File: src/rtl/uart_rx_pkg.sv
// Shared types and constants for the uart_rx serial receiver.
package uart_rx_pkg;

    typedef enum logic [2:0] {
        IDLE,
        START,
        DATA,
        STOP,
        WAIT_IDLE
    } state_e;

    // 100 MHz system clock / 230400 baud
    localparam int DEFAULT_CLKS_PER_BIT = 434;
    localparam int DATA_BITS            = 8;

endpackage

File: src/rtl/uart_rx_sync.sv
// Two-flop synchronizer for the asynchronous serial line; resets to the
// idle (high) level so a reset never looks like a start edge.
module uart_rx_sync (
    input  logic clk,
    input  logic rst,
    input  logic d_i,
    output logic q_o
);

    logic meta_q;
    logic sync_q;

    // Two-stage capture of the line into the clk domain
    always_ff @(posedge clk) begin
        if (rst) begin
            meta_q <= 1'b1;
            sync_q <= 1'b1;
        end else begin
            meta_q <= d_i;
            sync_q <= meta_q;
        end
    end

    assign q_o = sync_q;

endmodule

File: src/rtl/uart_rx.sv
// 8N1 UART receiver, LSB first, centre-of-bit sampling by oversampling
// with the system clock. Define UART_RX_SYNC_EN to insert a 2-flop
// synchronizer on rx_serial (adds 2 clk to all detection/sampling).
module uart_rx
    import uart_rx_pkg::*;
#(
    parameter int CLKS_PER_BIT = DEFAULT_CLKS_PER_BIT,
    parameter int HALF_BIT     = CLKS_PER_BIT / 2
) (
    input  logic       clk,
    input  logic       rst,
    input  logic       rx_serial,
    output logic [7:0] dout
);

    localparam int CNT_W = $clog2(CLKS_PER_BIT) + 1;
    localparam logic [CNT_W-1:0] HALF_LAST = CNT_W'(HALF_BIT - 1);
    localparam logic [CNT_W-1:0] BIT_LAST  = CNT_W'(CLKS_PER_BIT - 1);
    localparam logic [2:0]       IDX_LAST  = 3'(DATA_BITS - 1);

    logic rx_s;

`ifdef UART_RX_SYNC_EN
    uart_rx_sync u_sync (
        .clk (clk),
        .rst (rst),
        .d_i (rx_serial),
        .q_o (rx_s)
    );
`else
    assign rx_s = rx_serial;
`endif

    state_e                 state_q, state_d;
    logic [CNT_W-1:0]       cnt_q, cnt_d;
    logic [2:0]             idx_q, idx_d;
    logic [DATA_BITS-1:0]   shift_q, shift_d;
    logic [DATA_BITS-1:0]   dout_q, dout_d;

    // State, counters and data registers
    always_ff @(posedge clk) begin
        if (rst) begin
            state_q <= IDLE;
            cnt_q   <= '0;
            idx_q   <= '0;
            shift_q <= '0;
            dout_q  <= '0;
        end else begin
            state_q <= state_d;
            cnt_q   <= cnt_d;
            idx_q   <= idx_d;
            shift_q <= shift_d;
            dout_q  <= dout_d;
        end
    end

    // Next-state logic: the counter restarts from 0 on every state change
    always_comb begin
        state_d = state_q;
        cnt_d   = cnt_q + CNT_W'(1);
        idx_d   = idx_q;
        shift_d = shift_q;
        dout_d  = dout_q;

        case (state_q)
            IDLE: begin
                cnt_d = '0;
                // Strict compare: an unknown line level never starts a frame
                if (rx_s == 1'b0) begin
                    state_d = START;
                end
            end

            START: begin
                if (cnt_q == HALF_LAST) begin
                    cnt_d = '0;
                    idx_d = '0;
                    if (rx_s == 1'b0) begin
                        state_d = DATA;
                    end else begin
                        // Start bit gone by mid-bit: treat as a glitch
                        state_d = IDLE;
                    end
                end
            end

            DATA: begin
                if (cnt_q == BIT_LAST) begin
                    cnt_d   = '0;
                    shift_d = {rx_s, shift_q[DATA_BITS-1:1]};
                    if (idx_q == IDX_LAST) begin
                        dout_d  = {rx_s, shift_q[DATA_BITS-1:1]};
                        state_d = STOP;
                    end else begin
                        idx_d = idx_q + 3'd1;
                    end
                end
            end

            STOP: begin
                if (cnt_q == BIT_LAST) begin
                    cnt_d = '0;
                    if (rx_s == 1'b1) begin
                        state_d = IDLE;
                    end else begin
                        // Framing error or break: hold off until the line idles
                        state_d = WAIT_IDLE;
                    end
                end
            end

            WAIT_IDLE: begin
                cnt_d = '0;
                if (rx_s == 1'b1) begin
                    state_d = IDLE;
                end
            end

            default: begin
                cnt_d   = '0;
                state_d = IDLE;
            end
        endcase
    end

    assign dout = dout_q;

endmodule

File: config.mk
export PLATFORM = sky130hd
export DESIGN_NAME = uart_rx
export DESIGN_NICKNAME = d
export VERILOG_FILES = /design/src/rtl/uart_rx_pkg.sv /design/src/rtl/uart_rx_sync.sv /design/src/rtl/uart_rx.sv
export SDC_FILE = /design/constraint.sdc
export NUM_CORES = 1
export LEC_CHECK = 0
export BUFFER_PORTS_ARGS = -buffer_cell sky130_fd_sc_hd__buf_2
export CAP_MARGIN = 20
export CORE_ASPECT_RATIO = 0.7
export CORE_MARGIN = 10
export CORE_UTILIZATION = 62
export DETAILED_ROUTE_END_ITERATION = 8
export PLACE_DENSITY = 0.78
export SYNTH_ARGS = -nofsm -noshare
export SYNTH_HDL_FRONTEND = slang
export SYNTH_SLANG_ARGS = --single-unit
File: constraint.sdc
create_clock -name clk -period 4 [get_ports clk]
set_clock_uncertainty 0.1 [all_clocks]
set_input_delay 0.2 -clock clk [delete_from_list [all_inputs] [get_ports clk]]
set_output_delay 0.2 -clock clk [all_outputs]
set_load 0.01 [all_outputs]
==> metrics.md, run 1 <==
| Metric | Value |
|---|---|
| Wire length of the first global-routing pass | 4809 um |
| Worst slack on hold paths | 0.07871 ns |
| Hold Startpoint | rx_serial |
| Number of I/O pins | 11 |
| Detailed-placement wirelength estimate | 2066 um |
| Required @ worst endpoint | 4.17 ns |
| Tightest Hold Check Type | in -> reg |
| CP endpoint kind | register |
| Leading cell type in the layout, fill and taps excluded | nor2_1 |
| End point of the worst hold path | dout[7] |
| Main flop type after synthesis | dfxtp_1 |
| Number of core rows | 14 |
| Post-synthesis sequential area ratio | 42.28% |
| Most frequent cells in the layout | nor2_1 (34), dfxtp_1 (31), mux2i_1 (16), buf_2 (10), nand2_1 (7) |
| Number of cells on the worst hold path | 3 |
| Congestion Overflow GR | 0 |
| Post-synthesis mux area share | 10.91% |
| Ant diodes | 0 |
| Max-capacitance violation count | 0 |
| Post-synthesis to final-layout area growth | 9.633% |
| Clock latency of the later-clocked register in the worst-skew pair | between 0.3 and 0.4 ns |
| Power per Cell Area | 432.0 mW/mm^2 |
| Initial antenna violation count | 0 |
| Unrepaired setup endpoints after global routing | no |
| Worst Path Arrival | 2.16 ns |
| Vias in the first global route | 1014 |
| Post-cts repair resize count | 0 |
| Post-Synthesis Cells | between 150 and 200 |
| Gr usage total | 12.96% |
| Number of H-tree levels | 2 |
| Post-CTS clock slew at the launch and capture registers of the worst setup and hold paths | 0.10 ns |
| Post-detailed-route DRC marker count | 0 |
| Number of synthesized flops with an enable pin | 0 |
| 1st-iter DRT viols | between 70 and 80 |
| Cts hold-fix bufs | 0 |
| Synth async-reset ratio | 0% |
| Cell leakage power | around 0.64 nW |
| Final count of hold timing violations | 0 |
| Share of final-layout standard cells stronger than drive strength 1 | between 10% and 20% |
| Chip width | 78.15 um |
| Detail-routed net length per standard cell | 14.50 um |
| Distinct cell type count of the synthesized netlist | 36 |
| Worst ir drop on vdd | 0.2895 mV |
| #FFs+latches synth | 31 |
| Max_slew headroom | 53.54% |
| Core area | 0.002207 sq mm |
| GP Congestion | 0.8100 |
| Clk buf depth | 2 |
| Via/cell ratio | 5.467 |
| Largest net degree at the start of global routing | 24 |
| RR Startpoint | idx_q[0] |
| Synth Area in Adders | 4.263% |
| Max-slew violation total from the final report | 0 |
| Number of buffers created by CTS | 5 |
| Worst reg2reg path endpoint | state_q[2] |
| Worst slew pin tran | 0.6923 ns |
| Setup Total Neg Slack | 0 ns |
| Fraction of the mapped netlist area in compound gates | under 10% |
| Number of iterations in the first detailed-routing pass | 4 |
| Net count reported at finish | ~170 |
| XOR/XNOR share of the synthesized area | 5.371% |
| Worst-path fanout max | 5 |
| Net Count, Synth | 160 |
| Kind of start point of the critical path | register |
| Number of antenna-violating nets in the routed design | 0 |
| Die Area | ~0.0047 sq mm |
| Reg-to-reg setup timing slack | 2.01 ns |
| Clock Sink Count | 31 |
| Finished layout cell area | 0.001609 sq mm |
| Reg2Reg Depth | 7 |
| Critical path type | reg -> reg |
| Maximum frequency from static timing analysis | between 500 and 600 MHz |
| Fraction of the mapped netlist area in simple logic gates | ~27% |
| Number of filler cells placed in the layout | 179 |
| Number of setup violations in the final report | 0 |
| Initial Util | 66.50% |
| Post-CTS repair timing setup buffer count | 0 |
| Total via count in the routed design | about 1100 |
| Minimum clock period after layout | 1.986 ns |
| Core occupancy in the finished layout | 72.90% |
| Placed Instance Area | 0.001523 sq mm |
| Period utilisation layout | about half |
| TritonCTS clock tree | yes |
| Buffer type at the clock tree root | clkbuf_4 |
| Total Routed Length | 2856 um |
| Mean cell area of the mapped netlist | 9.656 sq um |
| Netlist area before placement | 0.001468 sq mm |
| Run status | finished, final reports clean |
| Die Height | 60.71 um |
| PortBufs | 10 |
| Largest family of logic cells by synthesized area | simple AND/OR/NAND/NOR gates |
| Synth warn | 0 |
[how the worst max path moves through the flow]
stage                    start         end  slack [ns]  depth (start not counted)
floorplan             idx_q[0]  state_q[2]        2.18                          7
global placement    state_q[2]     dout[5]        2.10                          6
detailed placement    idx_q[0]  state_q[2]        2.03                          7
CTS                   idx_q[0]  state_q[2]        2.00                          7
global route          cnt_q[0]  state_q[2]        1.86                          6
finish                idx_q[0]  state_q[2]        2.01                          7
[synthesized netlist by cell type (2+ instances only)]
cell | n | share of area (%)
nor2_1 | 34 | 8.7
dfxtp_1 | 31 | 42
mux2i_1 | 16 | 11
nand2_1 | 7 | 1.8
xor2_1 | 6 | 3.6
ha_1 | 5 | 4.3
inv_1 | 5 | 1.3
nand2b_1 | 3 | 1.3
nand3_1 | 3 | 1.0
nand3b_1 | 3 | 1.5
o21ai_0 | 3 | 1.0
o21ai_1 | 3 | 1.0
xnor2_1 | 3 | 1.8
a21oi_1 | 2 | 0.68
buf_6 | 2 | 1.5
clkbuf_1 | 2 | 0.51
nand4bb_4 | 2 | 3.8
nor3_1 | 2 | 0.68
nor4b_1 | 2 | 1.2
or3_1 | 2 | 0.85
[worst max-delay path, cell delays in order (launching register included)]
cell and delay, ns:
dfxtp_1 0.37, ha_1 0.16, ha_1 0.24, nor2_1 0.07, a22oi_2 0.14, nand4_2 0.17
or4b_1 0.54, a21oi_1 0.14
[state kept, by name, summed over array words and instances, names as in the netlist]
name     cells
idx_q        3
shift_q      7
state_q      3
dout         8
cnt_q       10
[cell type report]
cell class | instances | area [sq um] | area share [%]
multi-input combinational | 110 | 785.8 | 48.83
sequential | 31 | 620.6 | 38.57
timing repair buffer | 11 | 57.56 | 3.577
clock buffer | 6 | 51.30 | 3.188
tap | 32 | 40.04 | 2.488
clock inverter | 2 | 35.03 | 2.177
inverter | 5 | 18.77 | 1.166
[metrics by stage]
| step | total power (W) | setup slack [ns] | instances |
|---|---|---|---|
| global route | 0.0007277 | 1.856 | 197 |
| finish | 0.0006951 | 2.014 | 197 |
| CTS | 0.0006967 | 2.002 | 197 |
| detailed placement | 0.0004469 | 2.032 | 189 |
| global placement | 0.0004416 | 2.099 | 189 |
| floorplan | 0.0004335 | 2.185 | 152 |
[power breakdown]
group | internal [W] | switching, W
Combinational | 0.0000436 | 0.0000570
Sequential | 0.000319 | 0.0000210
Clock | 0.000148 | 0.000107
Total | 0.000510 | 0.000185
[logic make-up after synthesis]
logic type               after synthesis
AO/OA/AOI/OAI                         13
XOR/XNOR                               9
adder cells (fa/ha/maj)                5
buffers and inverters                 11
flip-flops                            31
multiplexers                          16
AND/OR/NAND/NOR                       67
[routing by layer]
layer	wire length, um	GRT usage, %	vias to the layer above
met5	0	0	-
met4	63	6.107	0
met3	153	6.047	7
met2	1236	19.51	24
met1	1401	15.57	505
li1	-	-	541
(Power assumes the default switching activity.)
==> run 2: changes to the inputs <==
- ABC_AREA: unset -> 1
- CORE_UTILIZATION: 62 -> 58
- PLACE_DENSITY: 0.78 -> 0.73
- clock period: 4 -> 2 ns (I/O delays scaled with it)
==> metrics.md, run 2 <==
| Metric | Value |
|---|---|
| Required @ worst endpoint | 2.12 ns (-2.05 ns) |
| Final count of hold timing violations | 0 (unchanged) |
| Max-slew violation total from the final report | 0 (unchanged) |
| Post-CTS repair timing setup buffer count | 0 (unchanged) |
| Chip width | 80.33 um (+2.8%) |
| Share of final-layout standard cells stronger than drive strength 1 | 14.48% (-2.5 points) |
| Worst slack on hold paths | 0.3489 ns (+0.2702 ns) |
| Hold Startpoint | dout[1] |
| Max incr delay on CP | 0.40 ns (-0.14 ns) |
| Synth async-reset ratio | 0% (unchanged) |
| Number of cells on the worst hold path | 2 (-1) |
| Kind of start point of the critical path | register |
| Number of H-tree levels | 2 (unchanged) |
| Post-synthesis to final-layout area growth | 10.16% |
| Maximum frequency from static timing analysis | 593.0 MHz (+18%) |
| Congestion Overflow GR | 0 (unchanged) |
| Number of synthesized flops with an enable pin | 0 (unchanged) |
| Setup Total Neg Slack | 0 ns (unchanged) |
| CP endpoint kind | register |
| Ant diodes | 0 (unchanged) |
| Power per Cell Area | 983.0 mW/mm^2 (+130%) |
| Total via count in the routed design | 1261 (+17%) |
| Number of buffers created by CTS | 5 (unchanged) |
| Mean cell area of the mapped netlist | 7.208 sq um (-25%) |
| Crit-path leading delay family | simple AND/OR/NAND/NOR gates |
| Synth warn | 0 (unchanged) |
| RR Startpoint | cnt_q[0] |
| Most frequent cells in the layout | nor2_1 (43), nand2_1 (40), dfxtp_1 (31), inv_1 (25), buf_2 (10) |
| Main flop type after synthesis | dfxtp_1 |
| Clk buf depth | 2 (unchanged) |
| Total Routed Length | 2749 um (-3.7%) |
| Cell leakage power | 0.7703 nW (+21%) |
| Gr usage total | 11.90% (-1.1 points) |
| Cts hold-fix bufs | 2 (+2) |
| Wire length of the first global-routing pass | 4885 um (+1.6%) |
| End point of the worst hold path | dout[1] |
| TritonCTS clock tree | yes |
| Post-synthesis sequential area ratio | 42.00% (-0.29 points) |
| Minimum clock period after layout | 1.686 ns (-0.3001 ns) |
| Number of antenna-violating nets in the routed design | 0 (unchanged) |
| Cell taking the most area after synthesis | dfxtp_1 |
| Vias in the first global route | 1118 (+10%) |
| Top cells by count, synth | nor2_1 (43), nand2_1 (40), dfxtp_1 (31) |
| Bufs and invs on worst path | 0 (unchanged) |
| Core area | 0.002440 sq mm (+11%) |
| Leading cell type in the layout, fill and taps excluded | nor2_1 |
| Via/cell ratio | 4.945 (-9.5%) |
| Post-cts repair resize count | 0 (unchanged) |
| #FFs+latches synth | 31 (unchanged) |
| Clock latency of the later-clocked register in the worst-skew pair | 0.33 ns (about the same) |
| Worst reg2reg path endpoint | dout[1] |
| Worst Path Arrival | 1.81 ns (-0.35 ns) |
| Cell-by-cell listing of the critical path | ha_1 > nand2_1 > nor2_4 > nand3_4 > nor2_8 > nand2_4 > o21ai_0 > a21oi_1 |
| GP Congestion | 0.8492 (+4.8%) |
| Yosys top cell area share | 42.00% (-0.29 points) |
| Net count reported at finish | 229 (+33%) |
| Critical path type | reg -> reg |
| Die Area | 0.004999 sq mm (+5.4%) |
| Largest net degree at the start of global routing | 17 (-29%) |
| Clock Sink Count | 31 (unchanged) |
| Number of flip-flops in the largest register | 10 (unchanged) |
| Worst ir drop on vdd | 0.6893 mV (+140%) |
| Initial Util | 60.56% (-5.9 points) |
| Net Count, Synth | 213 (+33%) |
| PortBufs | 10 (unchanged) |
| Post-Synthesis Cells | 205 (+35%) |
| Reg-to-reg setup timing slack | 0.31 ns (-1.70 ns) |
| Critical Path Slowest Stage Cell | dfxtp_1 |
| Reg2Reg Depth | 8 (+1) |
| Number of I/O pins | 11 (unchanged) |
| Max-capacitance violation count | 0 (unchanged) |
| 1st-iter DRT viols | 79 (+1.3%) |
| Most frequently used cell type in the post-synthesis netlist | nor2_1 |
| Number of setup violations in the final report | 0 (unchanged) |
| Die Height | 62.23 um (+2.5%) |
| Number of core rows | 15 (+1) |
| Netlist area before placement | 0.001478 sq mm (+0.68%) |
| Max_slew headroom | 77.16% (+24 points) |
| Worst-path fanout max | 16 (+11) |
| Detail-routed net length per standard cell | 10.78 um (-26%) |
| Number of iterations in the first detailed-routing pass | 6 (+2) |
| Buffer type at the clock tree root | clkbuf_4 |
| Run status | finished, final reports clean |
| Period utilisation layout | 84.31% (+35 points) |
| Distinct cell type count of the synthesized netlist | 26 (-28%) |
| Worst slew pin tran | 0.3400 ns (-0.3523 ns) |
| Leading cell types by total area after synthesis | dfxtp_1 (42%), nor2_1 (11%), nand2_1 (10%) |
| Post-detailed-route DRC marker count | 0 (unchanged) |
| Tightest Hold Check Type | reg -> reg |
| Initial antenna violation count | 0 (unchanged) |
| Top register by number of flip-flops | cnt_q |
| Post-CTS clock slew at the launch and capture registers of the worst setup and hold paths | 0.09 ns (about the same) |
| Unrepaired setup endpoints after global routing | no |
| Detailed-placement wirelength estimate | 2111 um (+2.1%) |
run 2: cell count changes in the layout (fill, tap and decap cells not counted), sizes merged, moves of 7 or more:
| cell | delta |
|---|---|
| nand2 | +38 |
| inv | +21 |
| mux2i | -16 |
| nor2 | +14 |
| a21oi | +7 |
| o21ai | +7 |
run 2: metrics by stage:
stage	setup WS, ns	cells	power (W)	util (%)	area, sq um
after floorplan	0.4418	205	0.001150	-	1478
after global placement	0.3431	246	0.001232	63.59	1551
after detailed placement	0.3090	246	0.001242	63.59	1551
after CTS	0.2961	255	0.001613	66.72	1628
after global routing	0.1268	255	0.001731	66.72	1628
final	0.3138	255	0.001600	66.72	1628
run 2: worst max path at each step:
stage / from / endpoint / slack, ns / cells past startpoint
6_report: cnt_q[0] / dout[1] / 0.31 / 8
5_1_grt: state_q[2] / shift_q[1] / 0.13 / 6
4_1_cts: cnt_q[0] / dout[1] / 0.30 / 8
3_5_place_dp: cnt_q[0] / dout[1] / 0.31 / 8
3_3_place_gp: cnt_q[0] / dout[1] / 0.34 / 8
2_1_floorplan: cnt_q[0] / dout[3] / 0.44 / 9
run 2: final cells by class:
class                      count  area, sq um
clock buffer                   6        51.30
clock inverter                 1        5.005
fill                         226        812.0
inverter                      26        97.59
multi-input combinational    145        740.7
sequential                    31        620.6
tap                           34        42.54
timing repair buffer          12        70.07
run 2: power by group:
group          switching, W  internal, W
clock network      0.000200     0.000163
registers         0.0000615     0.000670
logic              0.000334     0.000172
run 2: cell families after synthesis:
logic type	after synthesis	synth area share [%]
XOR/XNOR	1	0.5928
AO/OA/AOI/OAI	25	9.230
flip-flops	31	42.00
adder cells (fa/ha/maj)	5	4.234
buffers and inverters	29	7.875
AND/OR/NAND/NOR	114	36.07
run 2: metal layers:
metal  part of all wire (%)  routed length (um)  up-vias  track usage (%)
met5                      0                   0        -                0
met4                    1.6                  45        0            5.263
met3                    8.4                 231        6            5.172
met2                     39                1077       30            16.00
met1                     51                1395      550            15.81
li1                       -                   -      675                -
run 2: worst min-delay path, delay by kind of cell (launching register included):
kind / cells / cell delay, ns
buf+inv: 1 / 0.05
compound gates: 1 / 0.05
flops: 1 / 0.31
